**src/rtl/alu_181_if.sv**
```systemverilog
// Operand, function-select and result bus of the 74181-style ALU.
// No handshake: the ALU takes one operation on every rising edge and presents its result one cycle later.
interface alu_181_if #(parameter int WIDTH = 16);
  logic [WIDTH-1:0] A_in;
  logic [WIDTH-1:0] B_in;
  logic [3:0]       op_in;
  logic             mode;
  logic             carry_in;
  logic [WIDTH-1:0] out;
  logic             carry_out;
  logic             equal_out;

  modport master (
    output A_in, B_in, op_in, mode, carry_in,
    input  out, carry_out, equal_out
  );

  modport slave (
    input  A_in, B_in, op_in, mode, carry_in,
    output out, carry_out, equal_out
  );
endinterface

```
**src/rtl/alu_181.sv**
```systemverilog
// 74181-style ALU widened to WIDTH bits. It uses active-low carry in/out and a registered result.
// The adder is built from 4-bit lookahead slices, which are chained through slice-level group P/G terms.
module alu_181 #(
  parameter int WIDTH = 16
) (
  input  logic      clk,
  input  logic      rst,
  alu_181_if.slave  bus
);
  localparam int NSLICE = WIDTH / 4;

  logic [WIDTH-1:0] op1;
  logic [WIDTH-1:0] op2;
  logic [WIDTH:0]   carry;
  logic [WIDTH-1:0] f_comb;

  logic [WIDTH-1:0] out_d, out_q;
  logic             carry_out_d, carry_out_q;
  logic             equal_out_d, equal_out_q;

  always_comb begin
    for (int i = 0; i < WIDTH; i++) begin
      op1[i] = bus.A_in[i] | (bus.B_in[i] & bus.op_in[0]) | (~bus.B_in[i] & bus.op_in[1]);
      op2[i] = (bus.A_in[i] & ~bus.B_in[i] & bus.op_in[2]) |
               (bus.A_in[i] &  bus.B_in[i] & bus.op_in[3]);
    end
  end

  // Carry network. Bit generate is g = op1 & op2 and bit propagate is p = op1 | op2.
  // Each slice expands its own carries from its slice carry-in.
  always_comb begin
    logic [WIDTH-1:0]  g;
    logic [WIDTH-1:0]  p;
    logic [NSLICE-1:0] grp_g;
    logic [NSLICE-1:0] grp_p;
    logic [NSLICE:0]   slice_c;
    logic [3:0]        sg;
    logic [3:0]        sp;
    logic              c0;

    g       = op1 & op2;
    p       = op1 | op2;
    grp_g   = '0;
    grp_p   = '0;
    slice_c = '0;
    carry   = '0;
    sg      = '0;
    sp      = '0;
    c0      = 1'b0;

    for (int s = 0; s < NSLICE; s++) begin
      sg = g[s*4 +: 4];
      sp = p[s*4 +: 4];
      grp_g[s] = sg[3] | (sp[3] & sg[2]) | (sp[3] & sp[2] & sg[1]) |
                 (sp[3] & sp[2] & sp[1] & sg[0]);
      grp_p[s] = &sp;
    end

    slice_c[0] = ~bus.carry_in;
    for (int s = 0; s < NSLICE; s++) begin
      slice_c[s+1] = grp_g[s] | (grp_p[s] & slice_c[s]);
    end

    for (int s = 0; s < NSLICE; s++) begin
      sg = g[s*4 +: 4];
      sp = p[s*4 +: 4];
      c0 = slice_c[s];
      carry[s*4]     = c0;
      carry[s*4 + 1] = sg[0] | (sp[0] & c0);
      carry[s*4 + 2] = sg[1] | (sp[1] & sg[0]) | (sp[1] & sp[0] & c0);
      carry[s*4 + 3] = sg[2] | (sp[2] & sg[1]) | (sp[2] & sp[1] & sg[0]) |
                       (sp[2] & sp[1] & sp[0] & c0);
    end
    carry[WIDTH] = slice_c[NSLICE];
  end

  // In logic mode the carry path still runs. Only F switches source, as on the 74181.
  always_comb begin
    if (bus.mode) begin
      f_comb = ~(op1 ^ op2);
    end else begin
      f_comb = (op1 ^ op2) ^ carry[WIDTH-1:0];
    end
  end

  always_comb begin
    out_d       = f_comb;
    carry_out_d = ~carry[WIDTH];
    equal_out_d = &f_comb;
    if (rst) begin
      out_d       = '0;
      carry_out_d = 1'b1;
      equal_out_d = 1'b0;
    end
  end

  always_ff @(posedge clk) begin
    out_q       <= out_d;
    carry_out_q <= carry_out_d;
    equal_out_q <= equal_out_d;
  end

  assign bus.out       = out_q;
  assign bus.carry_out = carry_out_q;
  assign bus.equal_out = equal_out_q;
endmodule

```
**src/flat_wrapper.sv**
```systemverilog
// flat-port wrapper written by rule: the top's interface ports become plain ports
module alu_181_flat 
#(
  parameter int WIDTH = 16
)
  (clk, rst, bus_A_in, bus_B_in, bus_op_in, bus_mode, bus_carry_in, bus_out, bus_carry_out, bus_equal_out);
  alu_181_if #(.WIDTH(WIDTH)) bus_i ();
  input  logic clk;
  input  logic rst;
  input wire logic [$bits(bus_i.A_in)-1:0] bus_A_in;
  input wire logic [$bits(bus_i.B_in)-1:0] bus_B_in;
  input wire logic [$bits(bus_i.op_in)-1:0] bus_op_in;
  input wire logic [$bits(bus_i.mode)-1:0] bus_mode;
  input wire logic [$bits(bus_i.carry_in)-1:0] bus_carry_in;
  output wire logic [$bits(bus_i.out)-1:0] bus_out;
  output wire logic [$bits(bus_i.carry_out)-1:0] bus_carry_out;
  output wire logic [$bits(bus_i.equal_out)-1:0] bus_equal_out;
  assign bus_i.A_in = bus_A_in;
  assign bus_i.B_in = bus_B_in;
  assign bus_i.op_in = bus_op_in;
  assign bus_i.mode = bus_mode;
  assign bus_i.carry_in = bus_carry_in;
  assign bus_out = bus_i.out;
  assign bus_carry_out = bus_i.carry_out;
  assign bus_equal_out = bus_i.equal_out;
  alu_181 #(.WIDTH(WIDTH)) u_core (.clk(clk), .rst(rst), .bus(bus_i));
endmodule
```
**config.mk**
```make
export PLATFORM = sky130hd
export DESIGN_NAME = alu_181_flat
export DESIGN_NICKNAME = d
export VERILOG_FILES = /design/src/rtl/alu_181_if.sv /design/src/rtl/alu_181.sv /design/src/flat_wrapper.sv
export SDC_FILE = /design/constraint.sdc
export NUM_CORES = 1
export LEC_CHECK = 0
export ABC_AREA = 1
export BUFFER_PORTS_ARGS = -buffer_cell sky130_fd_sc_hd__buf_2
export CELL_PAD_IN_SITES_DETAIL_PLACEMENT = 0
export CELL_PAD_IN_SITES_GLOBAL_PLACEMENT = 1
export CORE_MARGIN = 2
export CORE_UTILIZATION = 24
export DETAILED_ROUTE_END_ITERATION = 7
export GPL_ROUTABILITY_DRIVEN = 0
export PLACE_DENSITY_LB_ADDON = 0.1
export RECOVER_POWER = 50
export SLEW_MARGIN = 20
export SYNTH_ARGS = -nofsm -noshare
export SYNTH_HDL_FRONTEND = slang
export SYNTH_SLANG_ARGS = --single-unit
```
**constraint.sdc**
```tcl
create_clock -name clk -period 4.17 [get_ports clk]
set_clock_uncertainty 0.15 [all_clocks]
set_input_delay 0.417 -clock clk [delete_from_list [all_inputs] [get_ports clk]]
set_output_delay 0.417 -clock clk [all_outputs]
set_load 0.1 [all_outputs]
```
Word level (Yosys, flattened, before mapping)
Cells that the tools add are included.
{ "classes": {"bitwise_logic": 267, "n_reduce_logical": 5, "muxes": 1} }
{ "ops": {"columns": ["operator", "count"], "rows": [
  ["bitwise AND 1 bit", 156],
  ["OR 1 bit", 88],
  ["bitwise XOR 16 bit", 2],
  ["NOT 1 bit", 18],
  ["bitwise AND 16 bit", 1],
  ["two-way mux 16 bit", 1],
  ["NOT 16 bit", 1],
  ["OR 16 bit", 1],
  ["AND reduction 16 bit", 1],
  ["AND reduction 4 bit", 4]
]} }
{ "word_totals": {"regBits": 18, "wordCells": 276, "inputBits": 40, "output_inout_bits": 18} }

Depth between registers and ports, before layout
Gate-level depths: netlist of run 1.
{ "depth": {"word_depth": 19, "ltp_mapped": 25, "depth_no_buf": 25} }

Worst setup path after synthesis of run 1
Ideal clock, no wire load.
{ "synth_path": {"path_kind": "in2reg", "start": "input bus_op_in[2]", "end": "register u_core.equal_out_q (netlist: u_core.bus.equal_out)", "path_stages": 23, "n_path_buf": 2, "t_required_ns": 3.910, "setup_ns": 0.110, "arrival_ns": 3.012, "setup_slack_ns": 0.898, "path_cell_list": "clkbuf_1 > clkbuf_1 > nor2_1 > nor3_1 > inv_1 > ha_1 > inv_1 > nand4_1 > nand3_1 > nand2_1 > nand2_1 > fa_1 > or2_2 > nand3_1 > nor2_1 > nand2_1 > nor2_1 > nand2_1 > nor2_1 > nand3_1 > nor2_1 > nand3_1 > nor2_1"} }
{ "synth_between": {"elab_chain_len": 17, "elab_cells_between_ends": 132, "classes_between": "1 x mux; 127 x bitwise; 4 x reduce/logical"} }
{ "synth_rtl": {"columns": ["item", "line", "source"], "rows": [
  ["from (decl)", "flat_wrapper.sv:12", "input wire logic [$bits(bus_i.op_in)-1:0] bus_op_in;"],
  ["bitwise AND 1 bit", "alu_181.sv:24", "op2[i] = (bus.A_in[i] & ~bus.B_in[i] & bus.op_in[2]) |"],
  ["OR 1 bit", "alu_181.sv:24", null],
  ["OR 16 bit / bitwise AND 16 bit (equally long branches)", "alu_181.sv:42, alu_181.sv:41", null],
  ["bitwise AND 1 bit, on equally long branches", "alu_181.sv:54, alu_181.sv:55", null],
  ["OR 1 bit (tied with other cells)", "alu_181.sv:54", "grp_g[s] = sg[3] | (sp[3] & sg[2]) | (sp[3] & sp[2] & sg[1]) |"],
  ["OR 1 bit / bitwise AND 1 bit (equally long branches)", "alu_181.sv:54, alu_181.sv:55", null],
  ["OR 1 bit", "alu_181.sv:54", null],
  ["OR 1 bit", "alu_181.sv:61", "slice_c[s+1] = grp_g[s] | (grp_p[s] & slice_c[s]);"],
  ["bitwise AND 1 bit", "alu_181.sv:61", null],
  ["OR 1 bit", "alu_181.sv:61", null],
  ["bitwise AND 1 bit", "alu_181.sv:61", null],
  ["OR 1 bit", "alu_181.sv:61", null],
  ["bitwise AND 1 bit, on equally long branches", "alu_181.sv:69, alu_181.sv:70, alu_181.sv:72", null],
  ["OR 1 bit, on equally long branches", "alu_181.sv:69, alu_181.sv:70, alu_181.sv:71", null],
  ["bitwise XOR 16 bit", "alu_181.sv:82", "f_comb = (op1 ^ op2) ^ carry[WIDTH-1:0];"],
  ["two-way mux 16 bit *", "alu_181.sv:79", "if (bus.mode) begin"],
  ["AND reduction 16 bit *", "alu_181.sv:89", "equal_out_d = &f_comb;"],
  ["to (signal assigned)", "alu_181.sv:100", "equal_out_q <= equal_out_d;"],
  ["to (decl)", "alu_181.sv:19", "logic equal_out_d, equal_out_q;"]
]} }
Mark *: on every way between the ends. The rest lies on a longest branch, timed or not.
A chain may end at the register's enable or synchronous reset.

Worst setup path after layout of run 1
{ "layout_path": {"start": "input bus_op_in[1]", "end": "register u_core.equal_out_q (netlist: u_core.bus.equal_out)"} }
{ "layout_between": {"elab_chain_len": 17, "elab_cells_between_ends": 132, "classes_between": "1 x mux; 127 x bitwise; 4 x reduce/logical"} }
{ "layout_rtl": {"columns": ["item", "line", "source"], "rows": [
  ["bitwise AND 1 bit", "alu_181.sv:23", "op1[i] = bus.A_in[i] | (bus.B_in[i] & bus.op_in[0]) | (~bus.B_in[i] & bus.op_in[1]);"],
  ["OR 1 bit", "alu_181.sv:23", null],
  ["OR 16 bit / bitwise AND 16 bit (equally long branches)", "alu_181.sv:42, alu_181.sv:41", null],
  ["bitwise AND 1 bit, on equally long branches", "alu_181.sv:54, alu_181.sv:55", null],
  ["OR 1 bit (tied with other cells)", "alu_181.sv:54", null],
  ["OR 1 bit / bitwise AND 1 bit (equally long branches)", "alu_181.sv:54, alu_181.sv:55", null],
  ["OR 1 bit", "alu_181.sv:54", null],
  ["OR 1 bit", "alu_181.sv:61", null],
  ["bitwise AND 1 bit", "alu_181.sv:61", null],
  ["OR 1 bit", "alu_181.sv:61", null],
  ["bitwise AND 1 bit", "alu_181.sv:61", null],
  ["OR 1 bit", "alu_181.sv:61", null],
  ["bitwise AND 1 bit, on equally long branches", "alu_181.sv:69, alu_181.sv:70, alu_181.sv:72", null],
  ["OR 1 bit, on equally long branches", "alu_181.sv:69, alu_181.sv:70, alu_181.sv:71", null],
  ["bitwise XOR 16 bit", "alu_181.sv:82", null],
  ["two-way mux 16 bit *", "alu_181.sv:79", null],
  ["AND reduction 16 bit *", "alu_181.sv:89", null]
]} }
Marked as above.

==> results.cfg, run 1 <==
[status]
status = completed

[synthesis]
synth_area_leaders = ha_1 (17%), inv_1 (16%), dfxtp_1 (16%), nor2_1 (14%), nand2_1 (12%)
yosysUniqueCellTypes = 31
avgSynthCellArea_sq_um = 5.88
yosys.area.top_type = ha_1
yosysWarningCount = 0
yosysTopAreaCellShare_pct = 17.3
netlist_area_sq_um = 2320
ys_seq_elements = 18
seq_area_frac_synth_pct = 15.6
ys.flop_type = dfxtp_1
synth_edf_count = 0
ys_async_sr_fraction_pct = 0
syn_nets = 470
syn_inst = 394

[timing]
period_share_pct = 79.5
setup_violations = 0
fin_setup_tns_ps = 0
final.setup.worst_slack_ps = 853
slew_headroom_pct = 22.1
fmax_mhz = 301
tightest_slew_ps = 1170
rsz0062_at_grt = no
period_minus_slack_ps = 3320
drv_slew = 0
hold_viol = 0

[layout]
seq_area_sq_um = 360
drive_gt1_share_pct = 12.6
fin_cells = 575
multiInputGateArea_sq_um = 1530
fill_cells = 1084
syn2layout_area_growth_pct = 18.6
antenna_cells = 0
final_net_count = 523
design_area_sq_um = 2750

[global_routing]
globalRouteOverflowTotal = 0
gr-usage-all-layers_pct = 11.8
met1_usage_pct = 18.8
use_met2_pct = 17.6
grt_pass1_wl_microns = 10000
grt_max_degree = 17
grt_busiest_layer = met1
grt_antenna_before_repair = 0
grt_pass1_vias = 2074
use_met3_pct = 0.410

[clock_network]
cts-resized-gates = 0
clockBufferDepth = 2
post-cts-setup-buffers = 0
h-tree-depth = 1
clk_pin_slew_ps = 60
cts_made_buffers = 3
ctsHoldBuffers = 0
cts_tree = built
cts_num_sinks = 18
cts.root.buffer_cell = clkbuf_8

[setup_path]
crit_chain = buf_2, inv_1, buf_4, nor2_1, nor2_1, ha_1, inv_1, a21oi_1, o21bai_1, a21oi_1, nand2_2, fa_1, nor2_2, xnor2_2, nand3b_1, nor2_1, nand2_1, nor2_1, nand3_1, nor2_1, nand3_1, nor2_1
critPathRequiredTime_ps = 4210
critPathMaxStageDelay_ps = 380
worst_setup_path_start_kind = input pin
endpoint_kind = register
critPathMaxFanout = 10
crit_top_cell = nor2_1
worstSetupPathType = input pin to register
cp_data_arrival_time_ps = 3350
cp_slowest_cell = fa_1

[power]
power_density_nw_per_um2 = 289
leakagePower_uw = 0.00157
ir_drop_mv = 0.131

[detailed_routing]
routed_via_density = 3.82
vias = 2196
first_pass_iters = 4
wl_microns = 5950
ant_nets = 0
post_drt_wl_per_cell_microns = 10.4
drt_first_iter_violations = 76
remaining_drc_errors = 0

[die]
core_area_sq_um = 9280
rows = 35
die_y_microns = 102
die_w_microns = 102
start_util_pct = 24.9
dieArea_sq_um = 10500
boundaryPins = 58

[min_path]
hp-class = input pin to register

[placement]
dp_cells = 571
placed_area_sq_um = 2710
hpwl_microns = 5140
portBuffers = 57
post-place-ws_ps = 533

[flow_run]
maxCapViolations = 0
==> cell families (layout without fill, tap and decap cells) <==
kind of cell / Yosys count / count (layout) / share of synthesized area [%]
DFF: 18 / 18 / 15.6
AOI/OAI and AO/OA: 18 / 18 / 5.46
xor gates and xnor gates: 4 / 4 / 1.84
and+or+nand+nor: 209 / 209 / 37.8
adders and majority gates: 36 / 36 / 20.7
buffers and inverters: 109 / 161 / 18.6
==> synth_stat cells (2+ instances only) <==
library cell and count:
inv_1 98, nand3b_1 3, nand2_2 4, clkbuf_1 8, nand4_1 4, nor2_2 2, nor2_1 86, nand2_1 74
ha_1 32, dfxtp_1 18, xor2_1 3, o211ai_1 4, nand3_1 12, fa_1 4, a21oi_1 8, nor3_1 19
==> registers in the layout (all words and copies together), names as in the netlist <==
name	cells
u_core.bus.out	16
u_core.bus.equal_out	1
u_core.bus.carry_out	1
==> final cells by class <==
cell class,count,area share (%)
inverter,99,13.6
timing repair buffer,58,9.84
multi-input combinational,267,55.5
clock buffer,4,2.00
tap,129,5.88
sequential,18,13.1
==> worst paths after layout <==
kind / slack (ps) / startpoint / cells after the start / end
min: 350 / rst / 2 / u_core.bus.out[4]$_SDFF_PP0_
max: 850 / bus_op_in[1] / 22 / u_core.bus.equal_out$_SDFF_PP0_
==> metal layers <==
metal / up-vias / wire length (microns)
met5: - / 0
met4: 0 / 42
met3: 4 / 186
met2: 36 / 2340
met1: 892 / 3380
li1: 1264 / -
==> critical path: cells and delay by family <==
family | cells | cell delay (ps)
XOR/XNOR | 1 | 130
adder cells (fa/ha/maj) | 2 | 590
buffers and inverters | 4 | 630
AO/OA/AOI/OAI | 3 | 470
AND/OR/NAND/NOR | 12 | 1100
==> through the flow <==
stage / hold slack (ps) / power (uW) / util (%)
6_report: 351 / 794 / 29.6
4_1_cts: 348 / 811 / 29.8
3_3_place_gp: 622 / 673 / 29.2
5_1_grt: 366 / 861 / 29.6
2_1_floorplan: 336 / 571 / -
3_5_place_dp: 612 / 671 / 29.2
==> power by group <==
| group | internal [uW] | switching [uW] | total [uW] |
|---|---|---|---|
| combinational | 117 | 341 | 458 |
| sequential | 194 | 4.90 | 199 |
| clock | 83.8 | 53.1 | 137 |
| total | 394 | 399 | 794 |
==> cell usage in the layout, fill, tap and decap left out, types with 2 or more instances in the layout <==
cell type	netlist	routed
buf_2	0	39
xor2_1	3	3
dfxtp_1	18	18
nor2_1	86	86
inv_1	98	98
nand3b_1	3	3
nand3_1	12	12
a21oi_1	8	8
o211ai_1	4	4
ha_1	32	32
nand2_2	4	4
clkbuf_1	8	18
nand2_1	74	74
clkbuf_8	0	4
nor2_2	2	2
nand4_1	4	4
nor3_1	19	19
fa_1	4	4
(Power assumes the default switching activity.)
==> run 2: changes to the inputs <==
Settings changed: ABC_AREA 1 to 0.
Clock period 4.17 ns to 3.14 ns, I/O delays scaled along.
==> run 2 against run 1 <==
  * The run now ends with setup timing left
  * Core utilization up 7.0 points
  * Sequential power up 35%
  * Flip-flop and latch count unchanged
  * Synthesized cell count down 28%
  * Hold slack worse by 76 ps
  * Clock power up 32%
  * Largest power group unchanged
  * Critical path depth down 3
==> results.cfg, run 2 <==
[status]
status = finished with violations
violations = setup timing

[die]
rows = 35
start_util_pct = 24.7
boundaryPins = 58
die_y_microns = 101
core_area_sq_um = 9240
dieArea_sq_um = 10300
die_w_microns = 101

[placement]
dp_cells = 505
placed_area_sq_um = 3040
portBuffers = 57
hpwl_microns = 5770

[detailed_routing]
vias = 2205
drt_first_iter_violations = 63
ant_nets = 0
remaining_drc_errors = 0
wl_microns = 6850
first_pass_iters = 4
routed_via_density = 4.28
post_drt_wl_per_cell_microns = 13.3

[power]
ir_drop_mv = 0.160
p_seq_share_pct = 21.3
power_density_nw_per_um2 = 372
leakagePower_uw = 0.00155
power.clock.fraction_pct = 14.4
switchingPower_uw = 593
p_sw_share_pct = 47.2
power_frac_comb_pct = 64.3
p_int_uw = 664

[clock_network]
ctsHoldBuffers = 0
cts_made_buffers = 3
cts_num_sinks = 18
clockBufferDepth = 2
clk_pin_slew_ps = 60
cts.root.buffer_cell = clkbuf_8
h-tree-depth = 1
cts_tree = built

[layout]
fill_cells = 980
syn2layout_area_growth_pct = 48.0
largest_reg_flops = 16
post-route-util_pct = 36.5
final_cell_mix = buf_4 (46), inv_1 (39), buf_2 (35), nor2_1 (24), ha_1 (24)
antenna_cells = 0
final_net_count = 463
final_common_cell = buf_4
fin_cells = 515
drive_gt1_share_pct = 41.2
design_area_sq_um = 3380

[global_routing]
grt_pass1_vias = 2163
grt_pass1_wl_microns = 10800
gr-usage-all-layers_pct = 13.2
grt_antenna_before_repair = 0
grt_max_degree = 23
globalRouteOverflowTotal = 0

[setup_path]
endpoint_kind = register
worst_setup_path_start_kind = input pin
cp_data_arrival_time_ps = 3390
critPathMaxFanout = 8
path_delay_family = simple AND/OR/NAND/NOR gates
critPathMaxStageDelay_ps = 560
crit_chain = buf_6, buf_4, mux2_2, and2_1, inv_1, ha_1, nor2b_1, or2_2, nor3_2, nor2_1, nor2_1, o21bai_1, fa_2, nand2b_4, nor3_4, o2111ai_2, a2111oi_2, nand3_1, nor4_2
worstSetupPathType = input pin to register
path_buf_inv = 3
crit_top_cell = nor2_1
critPathRequiredTime_ps = 3160
cp_slowest_cell = fa_2

[timing]
period_minus_slack_ps = 3370
setup_violations = 1
tightest_slew_ps = 1170
period_share_pct = 107
slew_headroom_pct = 22.2
drv_slew = 0
final.setup.worst_slack_ps = -232
fmax_mhz = 297
rsz0062_at_grt = yes
hold_viol = 0
fin_setup_tns_ps = -232

[synthesis]
seq_area_frac_synth_pct = 15.8
yosysTopAreaCellShare_pct = 17.6
avgSynthCellArea_sq_um = 8.06
synth_most_common_cell = inv_1
ys_async_sr_fraction_pct = 0
netlist_area_sq_um = 2280
yosysUniqueCellTypes = 44
ys_seq_elements = 18
synth_commonest_cells = inv_1 (42), ha_1 (32), nor2_1 (26), nor2b_1 (22), dfxtp_1 (18)
synth_edf_count = 0
yosysWarningCount = 0
synth_area_leaders = ha_1 (18%), dfxtp_1 (16%), mux2_2 (8.4%), inv_1 (6.9%), nor2b_1 (6.0%)
ys.flop_type = dfxtp_1
syn_inst = 283
syn_nets = 359
yosys.area.top_type = ha_1

[flow_run]
maxCapViolations = 0

[min_path]
hp-class = input pin to register
run 2: logic make-up (layout without fill, tap and decap cells):
logic type                 count (synthesis)  in the layout  synth area share [%]
AOI/OAI and AO/OA                         48             48                  16.5
xor gates and xnor gates                  13             13                  4.99
and+or+nand+nor                           99             99                  24.0
buffers and inverters                     51            154                  8.83
DFF                                       18             18                  15.8
muxes                                     18             18                  8.83
adders and majority gates                 36             36                  21.1
run 2: worst paths after layout:
kind / startpoint / end / cells past startpoint
worst max-delay path: bus_op_in[3] / u_core.bus.equal_out$_SDFF_PP0_ / 19
worst min-delay path: rst / u_core.bus.out[9]$_SDFF_PP0_ / 2
run 2: metal layers:
metal	track usage, %	up-vias	wire length [microns]
met5	0	-	0
met4	3.01	0	81
met3	0.759	6	197
met2	22.0	42	3090
met1	18.8	1000	3480
li1	-	1157	-
run 2: cell type report:
type / count / area [sq um] / share of cell area (%)
flip-flops and latches: 18 / 360 / 10.7
multi-input cells: 214 / 1940 / 57.5
repair buffers: 108 / 701 / 20.8
inverters: 42 / 158 / 4.67
well taps: 129 / 161 / 4.78
clock buffers: 4 / 55.1 / 1.63
run 2: metrics by stage:
stage,worst slack [ps],hold slack [ps],total power [uW]
6_report,-232,276,1260
4_1_cts,-238,271,1230
5_1_grt,-412,295,1340
2_1_floorplan,-498,338,795
3_5_place_dp,-819,531,1000
3_3_place_gp,-748,532,1010
run 2: power by group through the flow:
stage	sequential, uW	clock, uW	combinational (uW)
finish	268	181	808
floorplan	503	0	291
detailed placement	272	0	732
CTS	267	186	776
global placement	271	0	734
global route	271	196	876
run 2: repair_timing:
action,CTS,global route
endpoints found under the setup margin,1,3
setup buffers,5,3
pin swaps,11,11
resized for setup,25,39
==> run 3: changes to the inputs <==
Settings changed: BUFFER_PORTS_ARGS -buffer_cell sky130_fd_sc_hd__buf_2 to -buffer_cell sky130_fd_sc_hd__clkbuf_2, CTS_CLUSTER_DIAMETER set to 50.
Clock period 3.14 ns to 4.2 ns, I/O delays scaled along.
==> run 3 against run 2 <==
  * The flow now finishes without violations
  * Combinational power is 37% lower
  * Sequential share of layout area is 2.2 points higher
  * Total power is 35% lower
  * Sequential power decreased by 26%
==> results.cfg, run 3 (synthesized netlist as in run 2, its figures left out) <==
[status]
status = completed

[setup_path]
path_buf_inv = 2
worst_setup_path_start_kind = input pin
crit_chain = clkbuf_2, mux2_2, and2_1, inv_1, ha_1, o311a_1, and2_1, fa_1, nor4bb_1, a31oi_1, o32ai_1, o2111ai_1, a2111oi_0, nand3_1, nor4_2
crit_top_cell = and2_1
critPathRequiredTime_ps = 4210
cp_slowest_cell = fa_1
cp_data_arrival_time_ps = 3860
path_delay_family = compound AO/OA/AOI/OAI gates
critPathMaxFanout = 13
critPathMaxStageDelay_ps = 460
worstSetupPathType = input pin to register
endpoint_kind = register

[die]
die_w_microns = 101
die_y_microns = 101
core_area_sq_um = 9240
boundaryPins = 58
rows = 35
start_util_pct = 24.7
dieArea_sq_um = 10300

[detailed_routing]
first_pass_iters = 4
wl_met2_microns = 2820
dr.max_layer_used = met4
drt_first_iter_violations = 62
wl_microns = 6420
routed_via_density = 4.27
post_drt_wl_per_cell_microns = 13.5
ant_nets = 0
drt-met1-wl_microns = 3310
vias = 2025
remaining_drc_errors = 0
wl_met3_microns = 232

[timing]
fmax_mhz = 260
period_share_pct = 91.7
rsz0062_at_grt = no
hold_viol = 0
drv_slew = 0
tightest_slew_ps = 1170
fin_setup_tns_ps = 0
slew_headroom_pct = 22.1
setup_violations = 0
period_minus_slack_ps = 3850

[global_routing]
grt_pass1_wl_microns = 10200
gr-usage-all-layers_pct = 12.7
grt_pass1_vias = 1935
grt_max_degree = 23
globalRouteOverflowTotal = 0
grt_antenna_before_repair = 0

[clock_network]
h-tree-depth = 1
cts_num_sinks = 18
clk_pin_slew_ps = 60
cts.root.buffer_cell = clkbuf_8
clockBufferDepth = 2
post-cts-setup-buffers = 0
cts_made_buffers = 3
cts_tree = built
ctsHoldBuffers = 0

[placement]
placed_area_sq_um = 2770
portBuffers = 57
hpwl_microns = 5600

[layout]
final_cell_mix = inv_1 (42), clkbuf_2 (39), ha_1 (32), nor2_1 (26), nor2b_1 (22)
final_common_cell = inv_1
syn2layout_area_growth_pct = 22.5
drive_gt1_share_pct = 22.6
design_area_sq_um = 2800
antenna_cells = 0
final_net_count = 423
largest_reg_flops = 16

[power]
ir_drop_mv = 0.156
leakagePower_uw = 0.00129
power_density_nw_per_um2 = 293

[flow_run]
maxCapViolations = 0

[min_path]
hp-class = input pin to register
==> run 3: changes by cell type in the layout (fill, tap and decap cells not counted), moves of 7 or more <==
| cell | previous run | this run |
|---|---|---|
| and2_4 | 7 | 0 |
| ha_1 | 24 | 32 |
| buf_2 | 35 | 0 |
| clkbuf_2 | 0 | 39 |
| buf_4 | 46 | 11 |
| buf_6 | 9 | 0 |
| and2_1 | 10 | 17 |
==> run 3: final timing paths <==
check / cells after the start / slack [ps] / to / from
hold / removal: 2 / 420 / u_core.bus.out[1]$_SDFF_PP0_ / rst
setup / recovery: 15 / 350 / u_core.bus.equal_out$_SDFF_PP0_ / bus_op_in[3]
==> run 3: cell type report <==
type	count	area, sq um
clock buffer	3	41.3
fill	1004	6440
inverter	42	158
multi-input combinational	214	1730
sequential	18	360
tap	129	161
timing repair buffer	68	345
==> run 3: what timing repair did <==
action                                  4_1_cts  5_1_grt
endpoints found under the setup margin        0        1
endpoints found under the hold margin         0        0
resized for setup                             0        2
==> run 3: power by group <==
group | switching, uW | total [uW] | internal (uW)
logic | 355 | 506 | 151
registers | 4.93 | 199 | 194
clock network | 49.0 | 113 | 63.5
==> run 3: per-layer routing <==
layer,global-route usage [%],up-vias
met1,18.7,902
met2,20.7,44
li1,-,1075
met3,0.483,4
met5,0,-
met4,2.81,0
==> run 3: through the flow <==
stage	hold slack (ps)	total power [uW]	util (%)	std cells	setup slack (ps)
global route	470	872	30.3	474	57.3
finish	419	818	30.3	474	347
floorplan	444	591	-	283	116
detailed placement	687	718	29.9	471	15.9
global placement	703	718	29.9	471	93.5
CTS	429	832	30.4	474	273
